$ cat config.mk
export PLATFORM = sky130hd
export DESIGN_NAME = lpddr2_cpu_bridge_flat
export DESIGN_NICKNAME = d
export VERILOG_FILES = /design/src/rtl/lpddr2_cpu_bridge_pkg.sv /design/src/rtl/lpddr2_cpu_bridge_if.sv /design/src/rtl/lpddr2_cpu_bridge_timeout.sv /design/src/rtl/lpddr2_cpu_bridge.sv /design/src/flat_wrapper.sv
export SDC_FILE = /design/constraint.sdc
export NUM_CORES = 1
export LEC_CHECK = 0
export CAP_MARGIN = 20
export CORE_UTILIZATION = 43
export DETAILED_ROUTE_END_ITERATION = 16
export PLACE_DENSITY = 0.8
export SLEW_MARGIN = 20
export SYNTH_ARGS = -nofsm -noshare
export SYNTH_HDL_FRONTEND = slang
export SYNTH_HIERARCHICAL = 1
export SYNTH_SLANG_ARGS = --single-unit
$ cat constraint.sdc
create_clock -name clk -period 3.66 [get_ports clk]
set_input_delay 0.732 -clock clk [delete_from_list [all_inputs] [get_ports clk]]
set_output_delay 0.732 -clock clk [all_outputs]
set_load 0.01 [all_outputs]
$ cat src/rtl/lpddr2_cpu_bridge_pkg.sv
// Shared types and constants for the CPU-to-LPDDR2 Avalon-MM bridge.
package lpddr2_bridge_pkg;

  typedef enum logic [2:0] {
    ST_INIT,
    ST_IDLE,
    ST_WR,
    ST_RD_CMD,
    ST_RD_WAIT,
    ST_DONE
  } bridge_state_t;

  localparam logic [31:0] DEFAULT_ERR_WORD = 32'hDEADBEEF;
  localparam logic        AVM_BURSTCOUNT   = 1'b1;
  localparam logic        AVM_BYTE_EN      = 1'b1;

endpackage

$ cat src/rtl/lpddr2_cpu_bridge_if.sv
// CPU request bundle plus controller Avalon-MM slave signals, seen from both sides.
interface lpddr2_cpu_bridge_if #(
  parameter int ADDR_W = 27,
  parameter int DATA_W = 32
);
  logic [ADDR_W-1:0]   cpu_address;
  logic [DATA_W-1:0]   cpu_write_data;
  logic                cpu_rreq;
  logic                cpu_wreq;
  logic [DATA_W-1:0]   cpu_read_data;
  logic                cpu_busy;
  logic                cpu_done;
  logic                err_timeout;
  logic                local_init_done;
  logic [ADDR_W-1:0]   avm_address;
  logic [DATA_W-1:0]   avm_writedata;
  logic [DATA_W/8-1:0] avm_byteenable;
  logic                avm_burstcount;
  logic                avm_read;
  logic                avm_write;
  logic                avm_waitrequest;
  logic                avm_readdatavalid;
  logic [DATA_W-1:0]   avm_readdata;

  // slave: the bridge, serving CPU requests; master: the CPU plus the controller around it
  modport slave (
    input  cpu_address, cpu_write_data, cpu_rreq, cpu_wreq, local_init_done,
    input  avm_waitrequest, avm_readdatavalid, avm_readdata,
    output cpu_read_data, cpu_busy, cpu_done, err_timeout,
    output avm_address, avm_writedata, avm_byteenable, avm_burstcount, avm_read, avm_write
  );

  modport master (
    output cpu_address, cpu_write_data, cpu_rreq, cpu_wreq, local_init_done,
    output avm_waitrequest, avm_readdatavalid, avm_readdata,
    input  cpu_read_data, cpu_busy, cpu_done, err_timeout,
    input  avm_address, avm_writedata, avm_byteenable, avm_burstcount, avm_read, avm_write
  );
endinterface

$ cat src/rtl/lpddr2_cpu_bridge_timeout.sv
// Outstanding-transaction watchdog: flags expiry once TIMEOUT_CYCLES-1 enabled cycles elapse.
module bridge_timeout_counter #(
  parameter int TIMEOUT_CYCLES = 1024
) (
  input  logic clk,
  input  logic rst,
  input  logic clr,
  input  logic en,
  output logic expired
);
  localparam int               CNT_W = (TIMEOUT_CYCLES > 1) ? $clog2(TIMEOUT_CYCLES) : 1;
  localparam logic [CNT_W-1:0] LAST  = CNT_W'(TIMEOUT_CYCLES - 1);

  logic [CNT_W-1:0] r_count;

  always_ff @(posedge clk or posedge rst) begin
    if (rst) begin
      r_count <= '0;
    end else if (clr) begin
      r_count <= '0;
    end else if (en && !expired) begin
      r_count <= r_count + CNT_W'(1);
    end
  end

  assign expired = (r_count == LAST);
endmodule

$ cat src/rtl/lpddr2_cpu_bridge.sv
// Turns level-style CPU read/write requests into single-beat Avalon-MM transactions,
// one per request assertion, with registered read data and a sticky timeout flag.
module lpddr2_cpu_bridge
  import lpddr2_bridge_pkg::*;
#(
  parameter int                ADDR_W         = 27,
  parameter int                DATA_W         = 32,
  parameter int                TIMEOUT_CYCLES = 1024,
  parameter logic [DATA_W-1:0] ERR_WORD       = DATA_W'(DEFAULT_ERR_WORD)
) (
  input logic                clk,
  input logic                rst,
  lpddr2_cpu_bridge_if.slave io_bus
);
  bridge_state_t     r_state;
  bridge_state_t     w_next_state;
  logic              r_armed;
  logic [ADDR_W-1:0] r_avm_address;
  logic [DATA_W-1:0] r_avm_writedata;
  logic [DATA_W-1:0] r_cpu_read_data;
  logic              r_avm_read;
  logic              r_avm_write;
  logic              r_cpu_done;
  logic              r_err_timeout;

  logic              w_req;
  logic              w_accept;
  logic              w_cnt_en;
  logic              w_expired;
  logic              w_load_rdata;
  logic              w_timeout;
  logic [DATA_W-1:0] w_rdata_next;

  assign w_req    = io_bus.cpu_wreq | io_bus.cpu_rreq;
  assign w_accept = (r_state == ST_IDLE) && r_armed && w_req;
  assign w_cnt_en = (r_state == ST_WR) || (r_state == ST_RD_CMD) || (r_state == ST_RD_WAIT);

  bridge_timeout_counter #(
    .TIMEOUT_CYCLES(TIMEOUT_CYCLES)
  ) u_timeout (
    .clk    (clk),
    .rst    (rst),
    .clr    (w_accept),
    .en     (w_cnt_en),
    .expired(w_expired)
  );

  // A genuine completion in the expiry cycle wins over the timeout.
  always_comb begin
    w_next_state = r_state;
    w_load_rdata = 1'b0;
    w_rdata_next = io_bus.avm_readdata;
    w_timeout    = 1'b0;
    case (r_state)
      ST_INIT: begin
        if (io_bus.local_init_done) w_next_state = ST_IDLE;
      end
      ST_IDLE: begin
        if (w_accept) w_next_state = io_bus.cpu_wreq ? ST_WR : ST_RD_CMD;
      end
      ST_WR: begin
        if (!io_bus.avm_waitrequest) begin
          w_next_state = ST_DONE;
        end else if (w_expired) begin
          w_timeout    = 1'b1;
          w_next_state = ST_DONE;
        end
      end
      ST_RD_CMD: begin
        if (!io_bus.avm_waitrequest && io_bus.avm_readdatavalid) begin
          w_load_rdata = 1'b1;
          w_next_state = ST_DONE;
        end else if (w_expired) begin
          w_timeout    = 1'b1;
          w_load_rdata = 1'b1;
          w_rdata_next = ERR_WORD;
          w_next_state = ST_DONE;
        end else if (!io_bus.avm_waitrequest) begin
          w_next_state = ST_RD_WAIT;
        end
      end
      ST_RD_WAIT: begin
        if (io_bus.avm_readdatavalid) begin
          w_load_rdata = 1'b1;
          w_next_state = ST_DONE;
        end else if (w_expired) begin
          w_timeout    = 1'b1;
          w_load_rdata = 1'b1;
          w_rdata_next = ERR_WORD;
          w_next_state = ST_DONE;
        end
      end
      ST_DONE: w_next_state = ST_IDLE;
      default: w_next_state = ST_INIT;
    endcase
  end

  // Command and done strobes are registered from the next state so they line up with it.
  always_ff @(posedge clk or posedge rst) begin
    if (rst) begin
      r_state         <= ST_INIT;
      r_armed         <= 1'b1;
      r_avm_address   <= '0;
      r_avm_writedata <= '0;
      r_cpu_read_data <= '0;
      r_avm_read      <= 1'b0;
      r_avm_write     <= 1'b0;
      r_cpu_done      <= 1'b0;
      r_err_timeout   <= 1'b0;
    end else begin
      r_state <= w_next_state;
      if (w_accept) begin
        r_armed <= 1'b0;
      end else if (!w_req) begin
        r_armed <= 1'b1;
      end
      if (w_accept) begin
        r_avm_address   <= io_bus.cpu_address;
        r_avm_writedata <= io_bus.cpu_write_data;
      end
      r_avm_write <= (w_next_state == ST_WR);
      r_avm_read  <= (w_next_state == ST_RD_CMD);
      r_cpu_done  <= (w_next_state == ST_DONE);
      if (w_load_rdata) r_cpu_read_data <= w_rdata_next;
      if (w_timeout)    r_err_timeout   <= 1'b1;
    end
  end

  assign io_bus.cpu_busy       = (r_state != ST_IDLE) || w_accept;
  assign io_bus.cpu_read_data  = r_cpu_read_data;
  assign io_bus.cpu_done       = r_cpu_done;
  assign io_bus.err_timeout    = r_err_timeout;
  assign io_bus.avm_address    = r_avm_address;
  assign io_bus.avm_writedata  = r_avm_writedata;
  assign io_bus.avm_read       = r_avm_read;
  assign io_bus.avm_write      = r_avm_write;
  assign io_bus.avm_burstcount = AVM_BURSTCOUNT;
  assign io_bus.avm_byteenable = {(DATA_W/8){AVM_BYTE_EN}};
endmodule

$ cat src/flat_wrapper.sv
// flat-port wrapper written by rule: the top's interface ports become plain ports
module lpddr2_cpu_bridge_flat import lpddr2_bridge_pkg::*;
#(
  parameter int                ADDR_W         = 27,
  parameter int                DATA_W         = 32,
  parameter int                TIMEOUT_CYCLES = 1024,
  parameter logic [DATA_W-1:0] ERR_WORD       = DATA_W'(DEFAULT_ERR_WORD)
)
  (clk, rst, io_bus_cpu_address, io_bus_cpu_write_data, io_bus_cpu_rreq, io_bus_cpu_wreq, io_bus_local_init_done, io_bus_avm_waitrequest, io_bus_avm_readdatavalid, io_bus_avm_readdata, io_bus_cpu_read_data, io_bus_cpu_busy, io_bus_cpu_done, io_bus_err_timeout, io_bus_avm_address, io_bus_avm_writedata, io_bus_avm_byteenable, io_bus_avm_burstcount, io_bus_avm_read, io_bus_avm_write);
  lpddr2_cpu_bridge_if #(.ADDR_W(ADDR_W), .DATA_W(DATA_W)) io_bus_i ();
  input logic clk;
  input logic rst;
  input wire logic [$bits(io_bus_i.cpu_address)-1:0] io_bus_cpu_address;
  input wire logic [$bits(io_bus_i.cpu_write_data)-1:0] io_bus_cpu_write_data;
  input wire logic [$bits(io_bus_i.cpu_rreq)-1:0] io_bus_cpu_rreq;
  input wire logic [$bits(io_bus_i.cpu_wreq)-1:0] io_bus_cpu_wreq;
  input wire logic [$bits(io_bus_i.local_init_done)-1:0] io_bus_local_init_done;
  input wire logic [$bits(io_bus_i.avm_waitrequest)-1:0] io_bus_avm_waitrequest;
  input wire logic [$bits(io_bus_i.avm_readdatavalid)-1:0] io_bus_avm_readdatavalid;
  input wire logic [$bits(io_bus_i.avm_readdata)-1:0] io_bus_avm_readdata;
  output wire logic [$bits(io_bus_i.cpu_read_data)-1:0] io_bus_cpu_read_data;
  output wire logic [$bits(io_bus_i.cpu_busy)-1:0] io_bus_cpu_busy;
  output wire logic [$bits(io_bus_i.cpu_done)-1:0] io_bus_cpu_done;
  output wire logic [$bits(io_bus_i.err_timeout)-1:0] io_bus_err_timeout;
  output wire logic [$bits(io_bus_i.avm_address)-1:0] io_bus_avm_address;
  output wire logic [$bits(io_bus_i.avm_writedata)-1:0] io_bus_avm_writedata;
  output wire logic [$bits(io_bus_i.avm_byteenable)-1:0] io_bus_avm_byteenable;
  output wire logic [$bits(io_bus_i.avm_burstcount)-1:0] io_bus_avm_burstcount;
  output wire logic [$bits(io_bus_i.avm_read)-1:0] io_bus_avm_read;
  output wire logic [$bits(io_bus_i.avm_write)-1:0] io_bus_avm_write;
  assign io_bus_i.cpu_address = io_bus_cpu_address;
  assign io_bus_i.cpu_write_data = io_bus_cpu_write_data;
  assign io_bus_i.cpu_rreq = io_bus_cpu_rreq;
  assign io_bus_i.cpu_wreq = io_bus_cpu_wreq;
  assign io_bus_i.local_init_done = io_bus_local_init_done;
  assign io_bus_i.avm_waitrequest = io_bus_avm_waitrequest;
  assign io_bus_i.avm_readdatavalid = io_bus_avm_readdatavalid;
  assign io_bus_i.avm_readdata = io_bus_avm_readdata;
  assign io_bus_cpu_read_data = io_bus_i.cpu_read_data;
  assign io_bus_cpu_busy = io_bus_i.cpu_busy;
  assign io_bus_cpu_done = io_bus_i.cpu_done;
  assign io_bus_err_timeout = io_bus_i.err_timeout;
  assign io_bus_avm_address = io_bus_i.avm_address;
  assign io_bus_avm_writedata = io_bus_i.avm_writedata;
  assign io_bus_avm_byteenable = io_bus_i.avm_byteenable;
  assign io_bus_avm_burstcount = io_bus_i.avm_burstcount;
  assign io_bus_avm_read = io_bus_i.avm_read;
  assign io_bus_avm_write = io_bus_i.avm_write;
  lpddr2_cpu_bridge #(.ADDR_W(ADDR_W), .DATA_W(DATA_W), .TIMEOUT_CYCLES(TIMEOUT_CYCLES), .ERR_WORD(ERR_WORD)) u_core (.clk(clk), .rst(rst), .io_bus(io_bus_i));
endmodule
==> qor.yml <==
outcome: "finished clean"
synth_cells: 375
cp_max_fo: 3
grt_first_pass_wirelength_mm: 20.3
clkLatencyLatePin_ps: 340
synth-seq-cells: 109
p_sw_mw: 1.88
vias_per_cell: 5.29
gp_congestion: 0.833
rsz0062_at_grt: "no"
worstReg2RegEnd: "u_core/io_bus.cpu_read_data[31]$_DFFE_PP0P_"
finalSetupTns_ps: 0
antenna_cells: 0
synth_top_cells_by_area: "dfrtp_1 55%, mux2_2 14%, mux2_4 6.7%, o21ai_0 2.7%, a21oi_1 1.8%"
synthAdderAreaFrac_pct: 0.254
clockPowerShare_pct: 17.6
postSynth.asyncResetShare_pct: 100
power.internal_mw: 4.08
ant_nets: 0
track_usage_pct: 22.6
drtIter0Drc: 140
max_freq_mhz: 334
cts_made_buffers: 9
grt_pass1_vias: 4044
cts.hold.buffers_added: 0
netSwitchingFraction_pct: 31.5
power_frac_seq_pct: 35.8
reg2regPathDepth: 9
yosys.area.top_type_share_pct: 54.9
worstSetupStartpoint: "io_bus_cpu_wreq"
fin_crit_ps: 3000
hold_start: "u_core/io_bus.err_timeout$_DFFE_PP0P_"
hold_class: "flop to flop"
cts.sink_count: 109
dpl.hpwl_mm: 9.43
areaGrowthSynthToFinish_pct: 48.2
syn_area_per_cell_um2: 13.1
final_max_slew_viol_count: 0
cts.repair.resized: 0
tightest_slew_ps: 776
io-pin-count: 199
synthFlopType: "dfrtp_1"
antenna_found_initial: 0
worstHoldPathCells: 1
synth_edf_count: 0
critPathArrivalTime_ps: 2260
maxSlewHeadroom_pct: 48.0
die_h_um: 109
cts_tree: "built"
drc: 0
yosys.area_share.simple_pct: 8.67
yosysWarnings: 6
post_cts_buffers: 0
fp.coreArea_um2: 11000
routed_wl_mm: 12.7
synthTopCellsByCount: "108 x dfrtp_1, 61 x mux2_2, 27 x o21ai_0"
nets: 660
start_kind: "input pin"
peakVddDrop_mv: 0.507
finalSetupViolations: 0
synth_top_family_by_area: "multiplexers"
yosysTopAreaCell: "dfrtp_1"
holdPathEnd: "u_core/io_bus.err_timeout$_DFFE_PP0P_"
post-route-period-util_pct: 81.9
synth-seq-area-share_pct: 55.5
placed_cell_area_um2: 6970
worst_setup_path_end_kind: "primary output"
syn_area_um2: 4920
r2r-start: "u_core/u_timeout/r_count[0]$_DFFE_PP0P_"
synthMuxAreaShare_pct: 20.9
detail_route.wl_per_cell_um: 18.0
drtPass1Iterations: 4
synth_compound_area_share_pct: 10.4
overflow: 0
power_density_nw_per_um2: 818
path_clk_slew_ps: 70
hold_violations: 0
leakagePower_nw: 3.10
r2r_slack_ps: 1160
skew_ps: 9.58
grt_max_degree: 60
vias: 3734
crit_required_ps: 2930
combPwrFrac_pct: 46.5
htreeDepth: 3
root_buffer: "clkbuf_16"
criticalPathCategory: "input pin to primary output"
rows: 38
portBuffers: 193
die_area_um2: 11900
maxCapViolations: 0
clock_path_buffers: 2
die_w_um: 109
synthXorXnorAreaFrac_pct: 0
yosysUniqueCellTypes: 49
synth_most_common_cell: "dfrtp_1"
drive_above_1_share_pct: 21.7
final_cell_area_um2: 7290
start_util_pct: 44.8
metrics by stage:
stage | power, mW | hold slack (ps) | worst slack, ps | cells | utilization [%]
floorplan | 3.47 | 478 | 339 | 379 | -
global placement | 4.84 | 467 | 708 | 690 | 63.5
detailed placement | 4.93 | 467 | 567 | 690 | 63.5
CTS | 6.02 | 493 | 687 | 706 | 66.4
global route | 6.30 | 523 | 582 | 706 | 66.4
finish | 5.97 | 484 | 664 | 706 | 66.4
critical path, cell delays in order:
cell             delay (ps)
clkdlybuf4s50_1         450
o21ai_0                 450
nand2_1                 130
clkdlybuf4s50_1         500
sequential cells by signal, indices dropped and copies added (netlist names):
name                         cells
u_core/io_bus.avm_write          1
u_core/io_bus.cpu_read_data     32
u_core/io_bus.cpu_done           1
u_core/io_bus.avm_read           1
u_core/u_timeout/r_count        10
u_core/io_bus.avm_writedata     32
u_core/r_armed                   1
u_core/io_bus.avm_address       27
u_core/r_state                   3
u_core/io_bus.err_timeout        1
cell families after synthesis:
kind of cell / after synthesis
AO/OA/AOI/OAI: 76
adder cells (fa/ha/maj): 1
buffers and inverters: 36
flip-flops: 109
multiplexers: 84
other: 1
AND/OR/NAND/NOR: 68
layout make-up:
| class | count | area [µm²] |
|---|---|---|
| fillers | 811 | 3690 |
| flip-flops and latches | 109 | 2730 |
| repair buffers | 200 | 2020 |
| multi-input cells | 234 | 2020 |
| clock buffers | 9 | 225 |
| well taps | 140 | 175 |
| clock inverters | 7 | 97.6 |
| inverters | 7 | 28.8 |
worst max-delay path by stage:
stage | end | slack, ps | cells after the start
after global placement | u_core/io_bus.cpu_read_data[31]$_DFFE_PP0P_ | 710 | 6
after global routing | io_bus_cpu_busy | 580 | 4
final | io_bus_cpu_busy | 660 | 4
after floorplan | u_core/io_bus.avm_address[0]$_DFFE_PP0P_ | 340 | 1
after CTS | io_bus_cpu_busy | 690 | 4
after detailed placement | u_core/io_bus.cpu_read_data[31]$_DFFE_PP0P_ | 570 | 6
routing by layer:
layer / up-vias / share of wire (%) / global-route usage [%] / routed length (µm)
met1: 1818 / 38 / 26.4 / 4820
met5: - / 0 / 0 / 0
li1: 1725 / - / - / -
met4: 0 / 2.0 / 7.53 / 249
met3: 21 / 11 / 9.32 / 1380
met2: 170 / 49 / 37.6 / 6290
power by group through the flow:
stage	Combinational, mW	Sequential [mW]	Clock, mW
global placement	2.71	2.12	0
floorplan	1.15	2.32	0
CTS	2.80	2.14	1.08
finish	2.78	2.14	1.05
global route	2.95	2.21	1.13
detailed placement	2.78	2.15	0
cells in the final DEF, fill, tap and decap left out, drive strengths merged, types with 7 or more instances in the layout:
cell type,n
a21oi,20
clkdlybuf4s50,193
nor2b,8
clkbuf,9
buf,7
or3,14
dfrtp,108
mux2,84
o21ai,27
nand2,7
a22o,8
inv,8
nor2,7
(Power assumes the default switching activity.)
